<file path="src/rtl/pasta_rej_sampler_if.sv">
// Handshake bundle between the rejection sampler, its job controller,
// the Grain LFSR word source and the downstream element consumer.
// Both streams use a valid/ready-style handshake:
//   rnd_*  : rnd_req_o is a level request; the source answers with a
//            one-cycle rnd_valid_i pulse carrying rnd_data_i.
//   elem_* : a word moves on every cycle where elem_valid_o and
//            elem_ready_i are both high; elem_data_o holds steady while
//            elem_valid_o is high and elem_ready_i is low.
interface pasta_rej_sampler_if #(
    parameter int DATA_WIDTH = 32,
    parameter int ELEM_WIDTH = 17
);
    logic                  start_i;
    logic [15:0]           count_i;
    logic                  busy_o;
    logic                  done_o;
    logic                  rnd_req_o;
    logic                  rnd_valid_i;
    logic [DATA_WIDTH-1:0] rnd_data_i;
    logic                  elem_valid_o;
    logic                  elem_ready_i;
    logic [ELEM_WIDTH-1:0] elem_data_o;
    logic [15:0]           reject_cnt_o;

    // Sampler side
    modport slave (
        input  start_i, count_i, rnd_valid_i, rnd_data_i, elem_ready_i,
        output busy_o, done_o, rnd_req_o, elem_valid_o, elem_data_o, reject_cnt_o
    );

    // Controller / source / consumer side
    modport master (
        output start_i, count_i, rnd_valid_i, rnd_data_i, elem_ready_i,
        input  busy_o, done_o, rnd_req_o, elem_valid_o, elem_data_o, reject_cnt_o
    );
endinterface

</file>
<file path="src/rtl/pasta_rej_sampler.sv">
// Rejection sampler: converts raw LFSR words into uniform elements mod
// MODULUS (keep the low ELEM_WIDTH bits if below MODULUS, drop otherwise)
// and delivers exactly count_i accepted elements per job through a small
// output FIFO. Only one random word is ever requested at a time, and a
// request is raised only when the FIFO has room, so the FIFO cannot overflow.
module pasta_rej_sampler #(
    parameter int DATA_WIDTH = 32,
    parameter int ELEM_WIDTH = 17,
    parameter int MODULUS    = 65537,
    parameter int FIFO_DEPTH = 4
) (
    input  logic                 clk_i,
    input  logic                 rst_i,
    pasta_rej_sampler_if.slave   bus,
    output logic [1:0]           dbg_state_o
);
    localparam int PTR_W = $clog2(FIFO_DEPTH);
    localparam int OCC_W = PTR_W + 1;
    localparam logic [ELEM_WIDTH:0] MOD_V   = MODULUS[ELEM_WIDTH:0];
    localparam logic [OCC_W-1:0]    DEPTH_V = OCC_W'(FIFO_DEPTH);

    typedef enum logic [1:0] {
        S_IDLE  = 2'd0,
        S_RUN   = 2'd1,
        S_FLUSH = 2'd2
    } state_t;

    state_t                r_state;
    state_t                w_next_state;
    logic [15:0]           r_count;
    logic [15:0]           r_accepted;
    logic [15:0]           r_reject;
    logic                  r_req;
    logic                  r_done;
    logic [ELEM_WIDTH-1:0] r_mem [FIFO_DEPTH];
    logic [PTR_W-1:0]      r_wr_ptr;
    logic [PTR_W-1:0]      r_rd_ptr;
    logic [OCC_W-1:0]      r_occ;

    logic [ELEM_WIDTH-1:0] w_cand;
    logic                  w_sample;
    logic                  w_accept;
    logic                  w_reject;
    logic                  w_empty;
    logic                  w_pop;
    logic                  w_start_job;
    logic                  w_start_zero;
    logic                  w_unused_bits;

    // Upper word bits carry no information for the candidate.
    assign w_unused_bits = ^bus.rnd_data_i[DATA_WIDTH-1:ELEM_WIDTH];

    assign w_cand       = bus.rnd_data_i[ELEM_WIDTH-1:0];
    // A word counts only if it answers our outstanding request during RUN.
    assign w_sample     = bus.rnd_valid_i & r_req & (r_state == S_RUN);
    assign w_accept     = w_sample & ({1'b0, w_cand} < MOD_V);
    assign w_reject     = w_sample & ~({1'b0, w_cand} < MOD_V);
    assign w_empty      = (r_occ == '0);
    assign w_pop        = ~w_empty & bus.elem_ready_i;
    assign w_start_job  = (r_state == S_IDLE) & bus.start_i & (bus.count_i != 16'd0);
    assign w_start_zero = (r_state == S_IDLE) & bus.start_i & (bus.count_i == 16'd0);

    // State register
    always_ff @(posedge clk_i) begin
        if (rst_i) r_state <= S_IDLE;
        else       r_state <= w_next_state;
    end

    // Next-state logic: RUN ends on the push that completes the job,
    // FLUSH ends once the consumer has drained the FIFO.
    always_comb begin
        w_next_state = r_state;
        case (r_state)
            S_IDLE:  if (w_start_job) w_next_state = S_RUN;
            S_RUN:   if (w_accept && (r_accepted + 16'd1 == r_count)) w_next_state = S_FLUSH;
            S_FLUSH: if (w_empty) w_next_state = S_IDLE;
            default: w_next_state = S_IDLE;
        endcase
    end

    // Job counters: latch target on start, count accepts and saturating rejects.
    always_ff @(posedge clk_i) begin
        if (rst_i) begin
            r_count    <= 16'd0;
            r_accepted <= 16'd0;
            r_reject   <= 16'd0;
        end else if (w_start_job) begin
            r_count    <= bus.count_i;
            r_accepted <= 16'd0;
            r_reject   <= 16'd0;
        end else begin
            if (w_accept) r_accepted <= r_accepted + 16'd1;
            if (w_reject && (r_reject != 16'hFFFF)) r_reject <= r_reject + 16'd1;
        end
    end

    // Request: hold until answered, then at least one low cycle before re-arming.
    always_ff @(posedge clk_i) begin
        if (rst_i)      r_req <= 1'b0;
        else if (r_req) r_req <= ~bus.rnd_valid_i;
        else            r_req <= (r_state == S_RUN) && (r_accepted < r_count) && (r_occ < DEPTH_V);
    end

    // Done pulse, one cycle after the job ends (or after a zero-length start).
    always_ff @(posedge clk_i) begin
        if (rst_i) r_done <= 1'b0;
        else       r_done <= ((r_state == S_FLUSH) && w_empty) || w_start_zero;
    end

    // FIFO pointers and occupancy; push and pop in one cycle keep occupancy.
    always_ff @(posedge clk_i) begin
        if (rst_i) begin
            r_wr_ptr <= '0;
            r_rd_ptr <= '0;
            r_occ    <= '0;
        end else begin
            if (w_accept) r_wr_ptr <= r_wr_ptr + 1'b1;
            if (w_pop)    r_rd_ptr <= r_rd_ptr + 1'b1;
            case ({w_accept, w_pop})
                2'b10:   r_occ <= r_occ + 1'b1;
                2'b01:   r_occ <= r_occ - 1'b1;
                default: r_occ <= r_occ;
            endcase
        end
    end

    // FIFO storage; contents are don't-care until written.
    always_ff @(posedge clk_i) begin
        if (w_accept) r_mem[r_wr_ptr] <= w_cand;
    end

    assign bus.busy_o       = (r_state != S_IDLE);
    assign bus.done_o       = r_done;
    assign bus.rnd_req_o    = r_req;
    assign bus.elem_valid_o = ~w_empty;
    assign bus.elem_data_o  = w_empty ? '0 : r_mem[r_rd_ptr];
    assign bus.reject_cnt_o = r_reject;
    assign dbg_state_o      = r_state;
endmodule
</file>
<file path="src/flat_wrapper.sv">
// flat-port wrapper written by rule: the top's interface ports become plain ports
module pasta_rej_sampler_flat 
#(
    parameter int DATA_WIDTH = 32,
    parameter int ELEM_WIDTH = 17,
    parameter int MODULUS    = 65537,
    parameter int FIFO_DEPTH = 4
)
  (clk_i, rst_i, dbg_state_o, bus_start_i, bus_count_i, bus_rnd_valid_i, bus_rnd_data_i, bus_elem_ready_i, bus_busy_o, bus_done_o, bus_rnd_req_o, bus_elem_valid_o, bus_elem_data_o, bus_reject_cnt_o);
  pasta_rej_sampler_if #(.DATA_WIDTH(DATA_WIDTH), .ELEM_WIDTH(ELEM_WIDTH)) bus_i ();
  input  logic clk_i;
  input  logic rst_i;
  output logic [1:0] dbg_state_o;
  input wire logic [$bits(bus_i.start_i)-1:0] bus_start_i;
  input wire logic [$bits(bus_i.count_i)-1:0] bus_count_i;
  input wire logic [$bits(bus_i.rnd_valid_i)-1:0] bus_rnd_valid_i;
  input wire logic [$bits(bus_i.rnd_data_i)-1:0] bus_rnd_data_i;
  input wire logic [$bits(bus_i.elem_ready_i)-1:0] bus_elem_ready_i;
  output wire logic [$bits(bus_i.busy_o)-1:0] bus_busy_o;
  output wire logic [$bits(bus_i.done_o)-1:0] bus_done_o;
  output wire logic [$bits(bus_i.rnd_req_o)-1:0] bus_rnd_req_o;
  output wire logic [$bits(bus_i.elem_valid_o)-1:0] bus_elem_valid_o;
  output wire logic [$bits(bus_i.elem_data_o)-1:0] bus_elem_data_o;
  output wire logic [$bits(bus_i.reject_cnt_o)-1:0] bus_reject_cnt_o;
  assign bus_i.start_i = bus_start_i;
  assign bus_i.count_i = bus_count_i;
  assign bus_i.rnd_valid_i = bus_rnd_valid_i;
  assign bus_i.rnd_data_i = bus_rnd_data_i;
  assign bus_i.elem_ready_i = bus_elem_ready_i;
  assign bus_busy_o = bus_i.busy_o;
  assign bus_done_o = bus_i.done_o;
  assign bus_rnd_req_o = bus_i.rnd_req_o;
  assign bus_elem_valid_o = bus_i.elem_valid_o;
  assign bus_elem_data_o = bus_i.elem_data_o;
  assign bus_reject_cnt_o = bus_i.reject_cnt_o;
  pasta_rej_sampler #(.DATA_WIDTH(DATA_WIDTH), .ELEM_WIDTH(ELEM_WIDTH), .MODULUS(MODULUS), .FIFO_DEPTH(FIFO_DEPTH)) u_core (.clk_i(clk_i), .rst_i(rst_i), .bus(bus_i), .dbg_state_o(dbg_state_o));
endmodule
</file>
<file path="config.mk">
export PLATFORM = sky130hd
export DESIGN_NAME = pasta_rej_sampler_flat
export DESIGN_NICKNAME = d
export VERILOG_FILES = /design/src/rtl/pasta_rej_sampler_if.sv /design/src/rtl/pasta_rej_sampler.sv /design/src/flat_wrapper.sv
export SDC_FILE = /design/constraint.sdc
export NUM_CORES = 1
export LEC_CHECK = 0
export ABC_AREA = 1
export CAP_MARGIN = 0
export CORE_UTILIZATION = 35
export DETAILED_ROUTE_END_ITERATION = 10
export GPL_ROUTABILITY_DRIVEN = 0
export GPL_TIMING_DRIVEN = 0
export PLACE_DENSITY_LB_ADDON = 0.25
export SLEW_MARGIN = 20
export SYNTH_ARGS = -nofsm -noshare
export SYNTH_HDL_FRONTEND = slang
export SYNTH_SLANG_ARGS = --single-unit
</file>
<file path="constraint.sdc">
create_clock -name clk_i -period 4.1 [get_ports clk_i]
set_input_delay 0.82 -clock clk_i [delete_from_list [all_inputs] [get_ports clk_i]]
set_output_delay 0.82 -clock clk_i [all_outputs]
set_load 0.01 [all_outputs]
</file>
==> flow_summary_export.csv <==
group,metric,value,unit
run_status,outcome,"finished with violations",
run_status,violations,"design-rule violations",
power_and_ir_drop,intPower,2.48,mW
yosys,synthesis.nets,870,
place,dpl_cell_area,7590,sq um
cts,clockBufferDepth,2,
yosys,synth_area,6490,sq um
finish,num-nets-final,969,
sta,worstMarginPinSlew,0.615,ns
worst_setup_path,worstReg2RegStart,"u_core.dbg_state_o[0]",
power_and_ir_drop,switching_share,22.7,%
worst_hold_path,hold-path-endpoint,"u_core.r_rd_ptr[1]",
floorplan,core-area,18100,sq um
finish,area_delta_synth_final,26.5,%
floorplan,die-area,19100,sq um
place,portBuffers,76,
routing,postRouteAntennaNets,0,
worst_setup_path,path_max_fanout,10,
sta,rsz0062_at_grt,"false",
routing,first_iter_violations,321,
yosys,ys_seq_area_share,50.3,%
yosys,yosysMostFrequentCell,"nand2_1",
yosys,async_flop_share,0,%
worst_setup_path,crit_arrival,2.71,ns
sta,drv_slew,0,
yosys,synth_area_leaders,"edfxtp_1 31%, dfxtp_1 19%, nand2_1 7.8%",
yosys,synth_edf_count,68,
finish,multi_input_area,2800,sq um
finish,num-fill-cells,1791,
floorplan,ios,92,
floorplan,die_y,138,microns
sta,max_freq,283,MHz
cts,cts_hold_buf,0,
grt,gr-usage-all-layers,18.8,%
worst_setup_path,reg2reg_depth,8,
yosys,synth-main-ff-cell,"edfxtp_1",
routing,route.detailed.drc,6,
worst_hold_path,hold_depth,2,
place,dp.cells,1102,
power_and_ir_drop,pwr-share-clk,49.7,%
cts,post-cts-setup-buffers,0,
power_and_ir_drop,p_per_area,391,nW/um^2
sta,period_share,86.1,%
cts,numClockSinks,129,
power_and_ir_drop,seq_power_share,43.3,%
place,place_ws,0.296,ns
sta,final-hold-violation-count,0,
sta,relSlewSlack,59.0,%
floorplan,start_util,35.9,%
cts,cts_tree,"built",
worst_setup_path,criticalPathCategory,"flop to primary output",
yosys,netlist_instances,793,
finish,final_area,8210,sq um
sta,period_minus_slack,3.53,ns
place,dp_hpwl,12.4,mm
finish,regArea,3260,sq um
cts,cts_resized,0,
yosys,yosys.area.top_type,"edfxtp_1",
floorplan,row_count,49,
finish,diodes,0,
sta,setup_violations,0,
routing,wl_per_cell,15.0,microns
routing,wl,17.0,mm
floorplan,die_w,138,microns
worst_setup_path,worst_setup_path_start_kind,"flop",
routing,via_per_inst,4.93,
yosys,ys_ff_latch,129,
power_and_ir_drop,finalPower,3.21,mW
grt,first_global_vias,5301,
routing,first_pass_iters,8,
power_and_ir_drop,p_comb_share,7.0,%
routing,vias,5588,
grt,grt_pass1_wl,27.7,mm
worst_hold_path,hp-start,"u_core.r_rd_ptr[1]",
finish,stdcell_count,1133,
yosys,syn_avg_cell_area,8.18,sq um
yosys,synth_top_area_share,31.5,%
grt,grt-ovfl-total,0,
worst_hold_path,hp-class,"flop to flop",
cts,clk_latency,0.43,ns
worst_setup_path,rrSetupSlack,1.29,ns
power_and_ir_drop,leakage,2.98,nW
power_and_ir_drop,ir_drop,0.298,mV
grt,antenna_found_initial,0,
worst_setup_path,timing.rr.end,"u_core.r_mem[0][12]",
yosys,synthTopCellsByCount,"135 x nand2_1, 126 x nor2_1, 80 x a21oi_1, 75 x inv_1, 75 x o21ai_0",
cts,htree_levels,4,
worst_setup_path,endpoint_kind,"primary output",
cts,clk_root_buffer_cell,"clkbuf_16",
grt,grt_max_degree,17,
finish,drive_gt1_share,6.86,%
cts,clk_pin_slew,0.05,ns
cts,cts-buffers-inserted,17,
sta,finalClockSkew,0.00887,ns
sta,final.setup.worst_slack,0.569,ns
yosys,ys_warn_count,0,
yosys,synth_cell_types,32,
worst_setup_path,required,3.28,ns
job,maxCapViolations,0,
power_and_ir_drop,p_switching,0.727,mW
==> stage by stage <==
stage	setup TNS, ns	hold WS [ns]	utilization [%]
2_1_floorplan	0	0.436	-
3_3_place_gp	-10.97	0.457	41.7
3_5_place_dp	0	0.461	42.0
4_1_cts	0	0.472	45.4
5_1_grt	0	0.512	45.4
6_report	0	0.470	45.4
==> layout make-up <==
class / instances / area share, %
clock inverters: 13 / 2.26
plain buffers: 27 / 1.66
flip-flops and latches: 129 / 39.8
well taps: 229 / 3.49
clock buffers: 18 / 5.23
repair buffers: 80 / 9.86
inverters: 79 / 3.61
multi-input cells: 558 / 34.1
==> power groups by stage <==
| stage | logic [mW] | clock network [mW] | registers [mW] |
|---|---|---|---|
| after global placement | 0.222 | 0 | 1.42 |
| after detailed placement | 0.225 | 0 | 1.42 |
| after CTS | 0.227 | 1.62 | 1.39 |
| final | 0.225 | 1.60 | 1.39 |
| after global routing | 0.253 | 1.68 | 1.39 |
| after floorplan | 0.117 | 0 | 1.42 |
==> how the worst max path moves through the flow <==
| stage | from | to | depth (start not counted) |
|---|---|---|---|
| 2_1_floorplan | bus_rnd_data_i[1] | u_core.r_mem[0][0] | 8 |
| 3_3_place_gp | bus_rnd_data_i[11] | u_core.r_mem[1][9] | 9 |
| 3_5_place_dp | bus_rnd_data_i[1] | u_core.r_occ[2] | 15 |
| 4_1_cts | u_core.r_occ[2] | bus_elem_data_o[14] | 5 |
| 5_1_grt | u_core.r_occ[2] | bus_elem_data_o[14] | 5 |
| 6_report | u_core.r_occ[2] | bus_elem_data_o[14] | 5 |
==> state kept, by name, indices dropped and copies added, names as in the netlist, named ones only <==
name / flops
u_core.r_mem: 68
u_core.bus.reject_cnt_o: 16
u_core.r_accepted: 16
u_core.r_count: 16
u_core.r_occ: 3
u_core.dbg_state_o: 2
u_core.r_rd_ptr: 2
u_core.r_wr_ptr: 2
u_core.bus.done_o: 1
u_core.bus.rnd_req_o: 1
==> critical path: stages (launching register included) <==
cell,delay [ns]
dfxtp_1,0.31
nor3_1,0.26
clkbuf_1,0.52
clkbuf_1,0.53
a21oi_1,0.15
clkdlybuf4s50_1,0.52
==> layout by cell type, fill, tap and decap left out, types with 7 or more instances in the layout <==
master | Yosys | layout
nor2_2 | 4 | 8
a31oi_1 | 7 | 7
buf_6 | 4 | 7
nand2_1 | 135 | 135
xor2_1 | 8 | 8
clkbuf_16 | 0 | 17
ha_1 | 23 | 23
clkbuf_1 | 17 | 18
nand3_1 | 52 | 52
o21ai_0 | 75 | 75
dfxtp_1 | 61 | 61
a21oi_1 | 80 | 80
clkdlybuf4s50_1 | 0 | 76
nor2_1 | 126 | 122
inv_1 | 75 | 75
edfxtp_1 | 68 | 68
nand4_1 | 15 | 15
nor3_1 | 10 | 10
==> metal layers <==
| layer | wire length, microns | vias to the layer above | global-route usage, % |
|---|---|---|---|
| met5 | 0 | - | 0 |
| met4 | 277 | 0 | 7.57 |
| met3 | 874 | 23 | 4.16 |
| met2 | 7770 | 133 | 29.9 |
| met1 | 8090 | 2557 | 24.8 |
| li1 | - | 2875 | - |
==> cell families after synthesis <==
| logic type | Yosys count | synth area share, % |
|---|---|---|
| adders and majority gates | 24 | 4.74 |
| and+or+nand+nor | 357 | 23.7 |
| buffers and inverters | 106 | 6.67 |
| xor gates and xnor gates | 12 | 1.62 |
| DFF | 129 | 50.3 |
| AOI/OAI and AO/OA | 165 | 13.0 |
(Power assumes the default switching activity.)
==> patch, RTL diff (config.mk and constraints unchanged) <==
`MODULUS` is set to 65537 in 2 places; all go to 32768.
--- a/src/rtl/pasta_rej_sampler.sv
+++ b/src/rtl/pasta_rej_sampler.sv
@@ -7,5 +7,5 @@
     parameter int DATA_WIDTH = 32,
     parameter int ELEM_WIDTH = 17,
-    parameter int MODULUS    = 65537,
+    parameter int MODULUS    = 32768,
     parameter int FIFO_DEPTH = 4
 ) (
--- a/src/flat_wrapper.sv
+++ b/src/flat_wrapper.sv
@@ -4,5 +4,5 @@
     parameter int DATA_WIDTH = 32,
     parameter int ELEM_WIDTH = 17,
-    parameter int MODULUS    = 65537,
+    parameter int MODULUS    = 32768,
     parameter int FIFO_DEPTH = 4
 )
Function: changed (Yosys sat finds a counterexample within 4 cycles, from zero or initial values and one cycle with rst_i high).
==> patch against the unedited design <==
  * Total power decreased by 3.5%
  * Via count decreased by 5.3%
  * Sequential cell count unchanged
  * Final area decreased by 1.5%
  * Final cell count decreased by 3.3%
  * Worst setup slack got worse by 0.18 ns
  * Routed wire length decreased by 7.6%
  * Area after synthesis decreased by 1.7%
==> patch: results <==
<?xml version="1.0" encoding="UTF-8"?>
<metrics>
  <group name="sta">
    <metric name="tightestPinTransition" unit="ns">0.803</metric>
    <metric name="final.setup_skew" unit="ns">0.00895</metric>
  </group>
  <group name="finish">
    <metric name="n_fill_cell" unit="">1761</metric>
    <metric name="number_of_diodes" unit="">0</metric>
    <metric name="final_net_count" unit="">931</metric>
    <metric name="final-nonclk-buf-share" unit="%">11.2</metric>
    <metric name="drive_gt1_share" unit="%">8.77</metric>
    <metric name="multi_input_comb_area" unit="µm²">2710</metric>
    <metric name="layout.clock.cell_area_share" unit="%">7.41</metric>
    <metric name="inverters_excl_clock" unit="">85</metric>
    <metric name="number_of_multi_input_combinational_cells_in_the_layout" unit="">518</metric>
    <metric name="buffers_excl_clock" unit="">103</metric>
    <metric name="sh_seq_area" unit="%">40.4</metric>
  </group>
  <group name="routing">
    <metric name="wl_met1" unit="mm">7.29</metric>
    <metric name="first_iter_violations" unit="">368</metric>
    <metric name="wl_met3" unit="µm">588</metric>
    <metric name="wire_per_inst" unit="µm">14.3</metric>
    <metric name="drtPass1Iterations" unit="">4</metric>
    <metric name="drt_wl_total" unit="mm">15.7</metric>
    <metric name="viasPerCell" unit="">4.83</metric>
  </group>
  <group name="logic_synthesis">
    <metric name="synth.cells.most_frequent" unit="">sky130_fd_sc_hd__nor2_1, sky130_fd_sc_hd__nand2_1, sky130_fd_sc_hd__inv_1</metric>
    <metric name="synth_area_leaders" unit="">sky130_fd_sc_hd__edfxtp_1, sky130_fd_sc_hd__dfxtp_1, sky130_fd_sc_hd__nor2_1</metric>
    <metric name="mappedNetlistNets" unit="">832</metric>
    <metric name="post_synthesis_average_cell_area" unit="µm²">8.45</metric>
    <metric name="netlist-cell-type-count" unit="">37</metric>
    <metric name="yosysSeqAreaShare" unit="%">51.2</metric>
  </group>
  <group name="grt">
    <metric name="first_global_vias" unit="">4874</metric>
    <metric name="grtUsageTotal" unit="%">17.7</metric>
    <metric name="grt_pass1_wl" unit="mm">25.0</metric>
  </group>
  <group name="placed_design">
    <metric name="dpl_cell_area" unit="µm²">7480</metric>
    <metric name="hpwl" unit="mm">11.4</metric>
    <metric name="place.port_buffers" unit="">76</metric>
  </group>
  <group name="pwr">
    <metric name="static-leakage-power" unit="nW">2.96</metric>
    <metric name="irDropWorstVdd" unit="mV">0.310</metric>
    <metric name="power_density" unit="nW/µm²">383</metric>
  </group>
  <group name="status">
    <metric name="status" unit="">completed</metric>
  </group>
  <group name="setup_path">
    <metric name="r2r_slack" unit="ns">1.12</metric>
    <metric name="slowest_delay" unit="ns">0.57</metric>
    <metric name="slowest_stage" unit="">sky130_fd_sc_hd__clkdlybuf4s50_1</metric>
  </group>
</metrics>
patch: cell count changes in the layout (fill, tap and decap cells not counted), sizes merged, moves of 3 or more:
cell,delta
a21oi,+3
inv,+9
a211oi,+6
nor2,-15
or2,+10
nand2,-25
nand4,+4
nand3,-8
xnor2,-4
a31oi,-7
o21ai,-4
buf,-4
patch: cells by family (layout without fill, tap and decap cells):
group / count (synthesis) / count (layout) / synth area share [%]
XOR/XNOR: 7 / 7 / 1.18
AO/OA/AOI/OAI: 161 / 161 / 13.1
flip-flops: 129 / 129 / 51.2
buffers and inverters: 108 / 220 / 6.49
AND/OR/NAND/NOR: 326 / 326 / 23.2
adder cells (fa/ha/maj): 24 / 24 / 4.83
patch: final timing paths:
check / startpoint / to / cells after the start
max: register / bus_elem_data_o[15] / 7
max reg2reg: u_core.dbg_state_o[1]$_SDFFE_PP0P_ / u_core.r_occ[2]$_SDFFE_PP0P_ / 11
min: u_core.r_rd_ptr[1]$_SDFFE_PP0P_ / register / 2
min reg2reg: u_core.r_rd_ptr[1]$_SDFFE_PP0P_ / register / 2
patch: through the flow:
stage | worst slack (ns) | hold slack (ns) | power, mW | setup TNS (ns)
after floorplan | 1.33 | 0.436 | 1.51 | 0
after global placement | -0.137 | 0.457 | 1.61 | -5.73
after detailed placement | 0.122 | 0.459 | 1.61 | 0
after CTS | 0.355 | 0.478 | 3.13 | 0
after global routing | 0.209 | 0.490 | 3.21 | 0
final | 0.385 | 0.476 | 3.10 | 0
patch: metal layers:
layer / vias to the layer above / track usage, %
li1: 2756 / -
met1: 2414 / 22.4
met2: 103 / 29.4
met3: 21 / 4.07
met4: 0 / 6.41
met5: - / 0
patch: power breakdown:
part           internal, mW  switching, mW
registers              1.38         0.0105
logic                0.0839          0.113
clock network         0.912          0.604
total                  2.37          0.727
